File: src/rtl/if_stage_pkg.sv
// if_stage_pkg: constants and state encoding shared by fetch and hazard logic
package if_stage_pkg;
  localparam logic [5:0]  OP_HALT   = 6'h3f;
  localparam logic [31:0] NOP_INSTR = 32'h0;
  localparam logic [31:0] RESET_PC  = 32'h0;
  typedef enum logic {RUN = 1'b0, HALTED = 1'b1} state_t;
  function automatic logic is_halt(input logic [5:0] op);
    return op == OP_HALT;
  endfunction
endpackage

File: src/rtl/if_stage_pipe_reg.sv
// pipe_reg: enabled register with synchronous reset/clear to a fixed value
module pipe_reg #(
  parameter int W = 32,
  parameter logic [W-1:0] CLR_VAL = '0
) (
  input  logic         clk,
  input  logic         rst,
  input  logic         en,
  input  logic         clr,
  input  logic [W-1:0] d,
  output logic [W-1:0] q
);
  always_ff @(posedge clk)
    if (rst || clr) q <= CLR_VAL;
    else if (en) q <= d;
endmodule

File: src/rtl/if_stage.sv
// if_stage: PC, instruction fetch and IF/ID register with halt and stall tracking
module if_stage
  import if_stage_pkg::*;
(
  input  logic        clk,
  input  logic        rst,
  input  logic        haz_pcEn,
  input  logic        haz_ifidEn,
  input  logic        br_taken,
  input  logic [31:0] br_target,
  input  logic [31:0] imem_data,
  output logic [31:0] imem_addr,
  output logic [31:0] d_instr,
  output logic [31:0] d_pcplus4,
  output logic        d_valid,
  output logic        halted,
  output logic [15:0] stall_cnt
);
  state_t state;
  logic [31:0] pc, pc4, pc_next;
  logic run, pc_en, ifid_en, flush;
  assign run = state == RUN;
  assign pc4 = pc + 32'd4;
  assign pc_en = run & haz_pcEn;
  assign ifid_en = run & haz_ifidEn;
  // a taken branch only squashes IF/ID when the PC actually redirects
  assign flush = ifid_en & haz_pcEn & br_taken;
  assign pc_next = br_taken ? br_target : pc4;
  assign imem_addr = pc;
  pipe_reg #(.W(32), .CLR_VAL(RESET_PC)) u_pc (
    .clk(clk), .rst(rst), .en(pc_en), .clr(1'b0), .d(pc_next), .q(pc)
  );
  pipe_reg #(.W(32), .CLR_VAL(NOP_INSTR)) u_instr (
    .clk(clk), .rst(rst), .en(ifid_en), .clr(flush), .d(imem_data), .q(d_instr)
  );
  pipe_reg #(.W(32), .CLR_VAL(32'h0)) u_pcplus4 (
    .clk(clk), .rst(rst), .en(ifid_en), .clr(flush), .d(pc4), .q(d_pcplus4)
  );
  pipe_reg #(.W(1), .CLR_VAL(1'b0)) u_valid (
    .clk(clk), .rst(rst), .en(ifid_en), .clr(flush), .d(1'b1), .q(d_valid)
  );
  always_ff @(posedge clk)
    if (rst) begin
      state <= RUN;
      halted <= 1'b0;
      stall_cnt <= '0;
    end else if (run) begin
      if (d_valid && is_halt(d_instr[31:26])) begin
        state <= HALTED;
        halted <= 1'b1;
      end
      if (!haz_pcEn && stall_cnt != 16'hFFFF) stall_cnt <= stall_cnt + 16'd1;
    end
endmodule

File: config.mk
export PLATFORM = sky130hd
export DESIGN_NAME = if_stage
export DESIGN_NICKNAME = d
export VERILOG_FILES = /design/src/rtl/if_stage_pkg.sv /design/src/rtl/if_stage_pipe_reg.sv /design/src/rtl/if_stage.sv
export SDC_FILE = /design/constraint.sdc
export NUM_CORES = 1
export LEC_CHECK = 0
export CORE_MARGIN = 1.5
export CORE_UTILIZATION = 45
export CTS_CLUSTER_DIAMETER = 120
export CTS_CLUSTER_SIZE = 28
export DETAILED_ROUTE_END_ITERATION = 16
export HOLD_SLACK_MARGIN = 0.15
export PLACE_DENSITY = 0.78
export SLEW_MARGIN = 20
export SYNTH_ARGS = -nofsm -noshare
export SYNTH_HDL_FRONTEND = slang
export SYNTH_HIERARCHICAL = 1
export SYNTH_SLANG_ARGS = --single-unit
File: constraint.sdc
create_clock -name clk -period 2.4 [get_ports clk]
set_input_delay 0.36 -clock clk [delete_from_list [all_inputs] [get_ports clk]]
set_output_delay 0.36 -clock clk [all_outputs]
set_load 0.05 [all_outputs]
# ---- After elaboration in Yosys (flattened, before gate mapping)
# Index checks and enable logic that the tools add are counted.
dict set report classes {
  n_addsub 2
  n_mul 0
  div 0
  magnitude_cmp 0
  eq_ne 2
  shifts 0
  mux 3
  bitwise_logic 5
  n_reduce_logical 6
}
# operator n
set ops {}
lappend ops {{$add 32x3->32 const B} 1}
lappend ops {{$mux 32} 1}
lappend ops {{$add 16x1->16 const B} 1}
lappend ops {{$ne 16x16->1 const B} 1}
lappend ops {{$eq 6x6->1 const B} 1}
lappend ops {{$and 1x1->1} 4}
lappend ops {{$reduce_and 2->1} 2}
lappend ops {{$logic_and 1x1->1} 2}
lappend ops {{$mux 1} 2}
lappend ops {{$logic_not 1->1} 1}
lappend ops {{$logic_or 1x1->1} 1}
lappend ops {{$not 1->1} 1}
dict set report word_totals {
  register_bits 115
  latchBits 0
  mem_bits_rw 0
  mem_bits_ro 0
  out_inout_bits 114
  wordCells 25
  memories 0
}

# ---- Logic depth before layout (Yosys ltp)
# Gate-level depths: netlist of run 1.
dict set report depth {
  word_depth 5
  mapped_depth 9
}

# ---- Modules after synthesis
# The synthesis of run 1 kept the hierarchy.
# mod instances cells_per_inst area_each_um2 seq_area_each_um2
set modules_own_cells {}
lappend modules_own_cells {{pipe_reg at u_instr ...} 3 105 1156.1 640.6}
lappend modules_own_cells {if_stage 1 303 2157.1 360.3}
lappend modules_own_cells {{pipe_reg at u_valid} 1 3 40.0 20.0}

# ---- Least setup slack after synthesis of run 1
# No wires, ideal clock.
dict set report synth_path {
  path_kind {reg-to-reg}
  from {register u_pc.q[2]}
  to {register u_pc.q[30]}
  arrival_time_ns 2.482
  required_time_ns 2.334
  path_slack_ns -0.147
  stages_incl_launch_ff 10
  synth_period_minus_slack_ns 2.547
  cell_sequence {dfxtp_1 -> ha_1 -> and3_2 -> buf_4 -> nand4_1 -> buf_2 -> or4_1 -> a31oi_1 -> mux2i_1 -> nor2_1}
}
dict set report synth_between {
  elab_chain_len 2
}
# item line_no
set synth_rtl {}
lappend synth_rtl {{from (decl)} if_stage_pipe_reg.sv:11} ;# output logic [W-1:0] q
lappend synth_rtl {{from (signal assigned)} if_stage_pipe_reg.sv:14} ;# if (rst || clr) q <= CLR_VAL;
lappend synth_rtl {{from (signal assigned)} if_stage_pipe_reg.sv:15} ;# else if (en) q <= d;
lappend synth_rtl {{$add 32x3->32} if_stage.sv:23} ;# assign pc4 = pc + 32'd4;
lappend synth_rtl {{$mux 32} if_stage.sv:28} ;# assign pc_next = br_taken ? br_target : pc4;
lappend synth_rtl {{via pc_next[30]} if_stage.sv:20} ;# logic [31:0] pc, pc4, pc_next;
# The timed path passes the listed nets, and every way through them passes these cells.
# A chain may end at the register's enable or synchronous reset.

# ---- Worst setup path after layout of run 1
dict set report layout_path {
  from {register u_pc.q[20]}
  to {output port imem_addr[20]}
}
# item line_no
set layout_rtl {}
lappend layout_rtl {{to (decl)} if_stage.sv:12} ;# output logic [31:0] imem_addr,
# No word-level cell between the ends.

==> impl_metrics.json, run 1 <==
{
  "cp_data_required_time_ns": 2.04,
  "maxCapViolCount": 0,
  "hold_buffers": 0,
  "finalCritPeriodShare_pct": 91.7,
  "ios": 183,
  "min_path_cells": 2,
  "synth_nets": 692,
  "netlist-cell-type-count": 52,
  "synth-edff-count": 0,
  "status": "complete, no violations",
  "synth.most_common_cell": "nor2_1",
  "relSlewSlack_pct": 57.2,
  "muxShareOfSynthArea_pct": 21.7,
  "synth_xor_area_share_pct": 2.16,
  "syn_to_final_growth_pct": 46.4,
  "slowest_stage": "clkdlybuf4s50_1",
  "drt-initial-drc-count": 298,
  "crit_path_start_kind": "flip-flop",
  "seq_area_um2": 2300,
  "hpwl_mm": 11.2,
  "max_stage_delay_ns": 0.88,
  "async_flop_share_pct": 0,
  "gp_congestion": 0.877,
  "whs_endpoint": "u_pcplus4/q[3]",
  "nFillCells": 983,
  "p_leak_uw": 0.00337,
  "syn_area_um2": 5670,
  "io_buffers": 182,
  "ys.flop_type": "dfxtp_1",
  "grt_overflow": 0,
  "r2r_start": "u_pc/q[11]",
  "post_route_cells_drive_above_1_share_pct": 10.2,
  "power_density_nw_per_um2": 681,
  "viasPerCell": 5.36,
  "firstDrtPassIters": 5,
  "cts_setup_buffers": 0,
  "path_cells": "clkdlybuf4s50_1",
  "synth_fa_ha_area_share_pct": 0.442,
  "cts_buffer_depth": 2,
  "grt_usage_pct": 24.9,
  "hold_path.class": "flip-flop to flip-flop",
  "yosysSeqAreaShare_pct": 40.6,
  "synth.largest_area_cell": "dfxtp_1",
  "syn_avg_cell_area_um2": 9.12,
  "clock_sinks": 115,
  "num_vias": 5267,
  "ctsResizeCount": 0,
  "grt_pass1_vias": 5313,
  "finalHoldViolCount": 0,
  "synth_compound_gate_area_share_pct": 6.49,
  "cp_max_fo": 10,
  "htree_num_levels": 4,
  "synth_warnings": 6,
  "cts_tree": "done",
  "preCtsSetupSlack_ns": 0.114,
  "wirelength_mm": 15.9,
  "cts-root-buf": "clkbuf_16",
  "multi_input_area_um2": 3070,
  "synth-simple-area-share_pct": 22.9,
  "crit_type": "flip-flop to output pin",
  "grt_antenna_before_repair": 0,
  "fp.coreArea_um2": 12200,
  "drc": 0,
  "critPathLaunch": "u_pc/q[20]",
  "period_needed_ns": 2.20,
  "tns_ns": 0,
  "syn_inst": 621,
  "synth_top_cell_area_share_pct": 40.6,
  "fin_skew_ns": 0.00572,
  "synth_area_leaders": "dfxtp_1 (41%), mux2i_1 (17%), nor2_1 (8.4%)",
  "die-area_um2": 13300,
  "r2r_end": "u_pc/q[23]",
  "tightest_slew_ns": 0.638,
  "ff2ff_setup_slack_ns": 0.22,
  "numCtsBuffers": 17,
  "path_delay_family": "buffers and inverters",
  "synth_seq_cells": 115,
  "start_util_pct": 46.6,
  "drt-wirelength-per-cell_um": 16.2,
  "place_inst": 951,
  "fin_nets": 873,
  "insertion_delay_ns": 0.41,
  "cp.buffers_inverters": 1,
  "worstHoldStart": "u_pcplus4/q[3]",
  "drv_slew": 0,
  "p_total_uw": 5650,
  "die_w_um": 115,
  "num_rows": 40,
  "rsz0062_at_grt": "false",
  "worstPathArrival_ns": 1.84,
  "final-setup-viol-count": 0,
  "clock.fmax_mhz": 454,
  "ir_worst_vdd_v": 0.000561,
  "synth_top_family_by_area": "simple AND/OR/NAND/NOR gates",
  "setup_ws_ns": 0.199,
  "cp-end-kind": "output pin",
  "clk_pin_slew_ns": 0.05,
  "grt_pass1_wl_mm": 25.9,
  "instances_no_fill": 983,
  "antenna_left": 0,
  "grt_max_degree": 66,
  "die_h_um": 115,
  "rr_worst_depth": 6,
  "diodes": 0,
  "synth_common_cells": "nor2_1 (127), dfxtp_1 (115), mux2i_1 (98), nand2_1 (33), mux2_2 (22)"
}
[worst max-delay path by stage]
stage | endpoint | slack [ns] | cells after the start
global route | u_pc/q[27] | 0.02 | 6
detailed placement | stall_cnt[13] | 0.11 | 6
finish | imem_addr[20] | 0.20 | 1
floorplan | u_pc/q[21] | 0.009 | 7
CTS | imem_addr[20] | 0.21 | 1
global placement | stall_cnt[13] | 0.23 | 6
[state kept, by name, summed over array words and instances (netlist names)]
signal	count
u_instr/q	32
state	1
halted	1
u_pcplus4/q	32
stall_cnt	16
u_pc/q	32
u_valid/q	1
[cell type report]
type,count,area share (%)
Timing Repair Buffer,200,24.2
Inverter,11,0.498
Sequential cell,115,27.8
Clock inverter,9,2.41
Tap cell,168,2.53
Multi-Input combinational cell,457,36.9
Clock buffer,23,5.64
[routing by layer]
metal  global-route usage, %  wire length, um  vias up
met5                       0                0        -
met4                    10.7              422        0
met3                    6.54             1110       38
met2                    42.6             7730      209
met1                    29.5             6640     2466
li1                        -                -     2554
[per-stage QoR]
| step | util [%] | area [um2] | hold slack (ns) |
|---|---|---|---|
| after floorplan | - | 5670 | 0.431 |
| after global placement | 62.7 | 7630 | 0.452 |
| after detailed placement | 62.7 | 7630 | 0.475 |
| after CTS | 68.2 | 8300 | 0.497 |
| after global routing | 68.2 | 8300 | 0.520 |
| final | 68.2 | 8300 | 0.492 |
[power by group]
| part | switching [uW] | internal, uW |
|---|---|---|
| clock | 863 | 2000 |
| sequential | 53.8 | 1970 |
| combinational | 424 | 334 |
[cells in the final DEF (no fill, tap or decap), types with 2 or more instances in the layout]
cell / count
or4_1: 8
o31ai_1: 10
ha_1: 2
or2_1: 3
nor2b_1: 8
nor4_1: 4
conb_1: 2
bufinv_16: 6
xor2_1: 5
or3_1: 5
clkbuf_16: 17
dfxtp_2: 2
o31a_1: 2
a211oi_1: 3
nor2b_4: 2
and3_1: 8
clkinvlp_4: 2
clkbuf_8: 2
xnor2_1: 9
mux2i_1: 98
a31oi_1: 14
clkbuf_1: 4
dfxtp_1: 113
nor3_1: 6
and2_1: 3
nand2b_1: 2
nor2_1: 127
o21ai_0: 6
and4_1: 11
nand4_1: 18
buf_4: 14
or4_4: 2
nand2_1: 33
inv_1: 10
clkdlybuf4s50_1: 182
mux2_2: 22
nand3_1: 17
or2_2: 3
a21oi_1: 8
buf_12: 4
[cells by family after synthesis]
group / Yosys count
xor gates and xnor gates: 14
muxes: 120
DFF: 115
AOI/OAI and AO/OA: 54
other: 2
and+or+nand+nor: 265
adders and majority gates: 2
buffers and inverters: 49
Note: power is estimated with default switching activity, not from simulation.
==> run 2: changes to the inputs <==
- MAX_ROUTING_LAYER: unset -> met4
- SKIP_CTS_REPAIR_TIMING: unset -> 1
==> run 2 against run 1 <==
  * Combinational power about the same
  * Clock skew increased by 0.0039 ns
  * Design area down 0.69%
  * Clock power decreased by 7.3%
  * Final cell count shrank 0.10%
  * Non-clock buffer count is 1 lower
  * Via count down 0.11%
  * Setup slack worse by 0.025 ns
  * Wire length fell by 0.31%
  * Die area unchanged
  * Global-route usage rose by 0.069 points
  * Clock-buffer cell count fell by 2
  * Highest routed layer unchanged
==> impl_metrics.json, run 2 (same netlist as run 1, synthesis figures left out) <==
{
  "cts_tree": "done",
  "final_cell_mix": "clkdlybuf4s50_1 (182), nor2_1 (127), dfxtp_1 (113)",
  "max_stage_delay_ns": 0.56,
  "path_delay_family": "simple AND/OR/NAND/NOR gates",
  "finalCritPeriodShare_pct": 92.7,
  "die_h_um": 115,
  "grt_antenna_before_repair": 0,
  "start_util_pct": 46.6,
  "diodes": 0,
  "fin_nets": 872,
  "ff2ff_setup_slack_ns": 0.17,
  "io_buffers": 182,
  "clk_pin_slew_ns": 0.05,
  "cp-end-kind": "flip-flop",
  "r2r_start": "u_pc/q[11]",
  "tns_ns": 0,
  "cp_max_fo": 9,
  "cp_data_required_time_ns": 2.75,
  "drt-wirelength-per-cell_um": 16.1,
  "drv_slew": 0,
  "cts_buffer_depth": 2,
  "grt_usage_pct": 25.0,
  "grt_overflow": 0,
  "grt_pass1_wl_mm": 25.2,
  "gp_congestion": 0.898,
  "hpwl_mm": 11.2,
  "viasPerCell": 5.36,
  "firstDrtPassIters": 5,
  "final_common_cell": "clkdlybuf4s50_1",
  "utilization_pct": 67.7,
  "drt-initial-drc-count": 307,
  "post_route_cells_drive_above_1_share_pct": 10.3,
  "fp.coreArea_um2": 12200,
  "antenna_left": 0,
  "maxCapViolCount": 0,
  "path_cells": "nand4_1 -> or3_1 -> or4_4 -> a31oi_1 -> mux2i_1 -> nor2_1",
  "crit_path_start_kind": "flip-flop",
  "crit_type": "flip-flop to flip-flop",
  "p_leak_uw": 0.00335,
  "htree_num_levels": 4,
  "period_needed_ns": 2.23,
  "top_regs": "u_instr/q (32), u_pc/q (32), u_pcplus4/q (32)",
  "drc": 0,
  "syn_to_final_growth_pct": 45.4,
  "tightest_slew_ns": 0.561,
  "power_density_nw_per_um2": 659,
  "clock_sinks": 115,
  "finalHoldViolCount": 0,
  "num_rows": 40,
  "wirelength_mm": 15.9,
  "slowest_stage": "or4_4",
  "p_total_uw": 5430,
  "rsz0062_at_grt": "false",
  "ir_worst_vdd_v": 0.000539,
  "status": "complete, no violations",
  "instances_no_fill": 982,
  "final-setup-viol-count": 0,
  "numCtsBuffers": 17,
  "worstPathArrival_ns": 2.57,
  "cp.buffers_inverters": 0,
  "nFillCells": 988,
  "finalHoldWorstSlack_ns": 0.493,
  "insertion_delay_ns": 0.41,
  "die_w_um": 115,
  "critPathLaunch": "u_pc/q[11]",
  "num_vias": 5261,
  "die-area_um2": 13300,
  "cts-root-buf": "clkbuf_16",
  "fin_skew_ns": 0.00962,
  "grt_max_degree": 66,
  "ios": 183,
  "clock.fmax_mhz": 449,
  "hold_path.class": "flip-flop to flip-flop",
  "worstHoldStart": "u_pcplus4/q[2]",
  "grt_pass1_vias": 5080,
  "relSlewSlack_pct": 62.3,
  "place_inst": 950
}
[run 2: cell types whose count changed in the layout (fill, tap and decap cells not counted), sizes merged]
| cell | before | now |
|---|---|---|
| buf | 18 | 17 |
| clkbuf | 23 | 21 |
| clkinv | 1 | 6 |
| bufinv | 6 | 4 |
| clkinvlp | 2 | 1 |
[run 2: stage by stage]
step	area [um2]	setup WS [ns]
5_1_grt	8240	0.0243
3_5_place_dp	7620	0.201
6_report	8240	0.174
2_1_floorplan	5670	0.00906
3_3_place_gp	7620	0.229
4_1_cts	8240	0.189
[run 2: power breakdown]
group          switching [uW]  internal [uW]  total, uW  leakage (uW)
Clock                     868           1780       2650      0.000306
Sequential               52.9           1970       2020      0.000936
Combinational             425            333        757       0.00211
Total                    1350           4080       5430       0.00335
[run 2: layer usage]
metal	vias up	GRT usage, %	wire length, um
met4	0	8.15	261
met5	-	-	0
met2	185	41.1	7720
met3	25	7.22	1030
li1	2568	-	-
met1	2483	29.3	6840
[run 2: final cells by class]
cell class / instances / area, um2 / share of cell area, %
Multi-Input combinational cell: 457 / 3070 / 37.2
Sequential cell: 115 / 2300 / 28.0
Timing Repair Buffer: 199 / 2000 / 24.3
Clock buffer: 21 / 460 / 5.59
Tap cell: 168 / 210 / 2.55
Clock inverter: 11 / 158 / 1.91
Inverter: 11 / 41.3 / 0.501
[run 2: path summary, 6_finish.rpt]
path | end | cells after the start
worst max-delay path | u_pc/q[23] | 6
worst min-delay path | u_pcplus4/q[2] | 2
worst max register to register | u_pc/q[23] | 6
worst min register to register | u_pcplus4/q[2] | 2
[run 2: tightest hold or removal path: stages (launching register included)]
cell     delay [ns]
dfxtp_1        0.32
mux2i_1        0.06
nor2_1         0.08
==> run 3: changes to the inputs <==
- CAP_MARGIN: unset -> 20
==> results of run 3 <==
Final layout, timing and power as in run 2 (identical DEF).
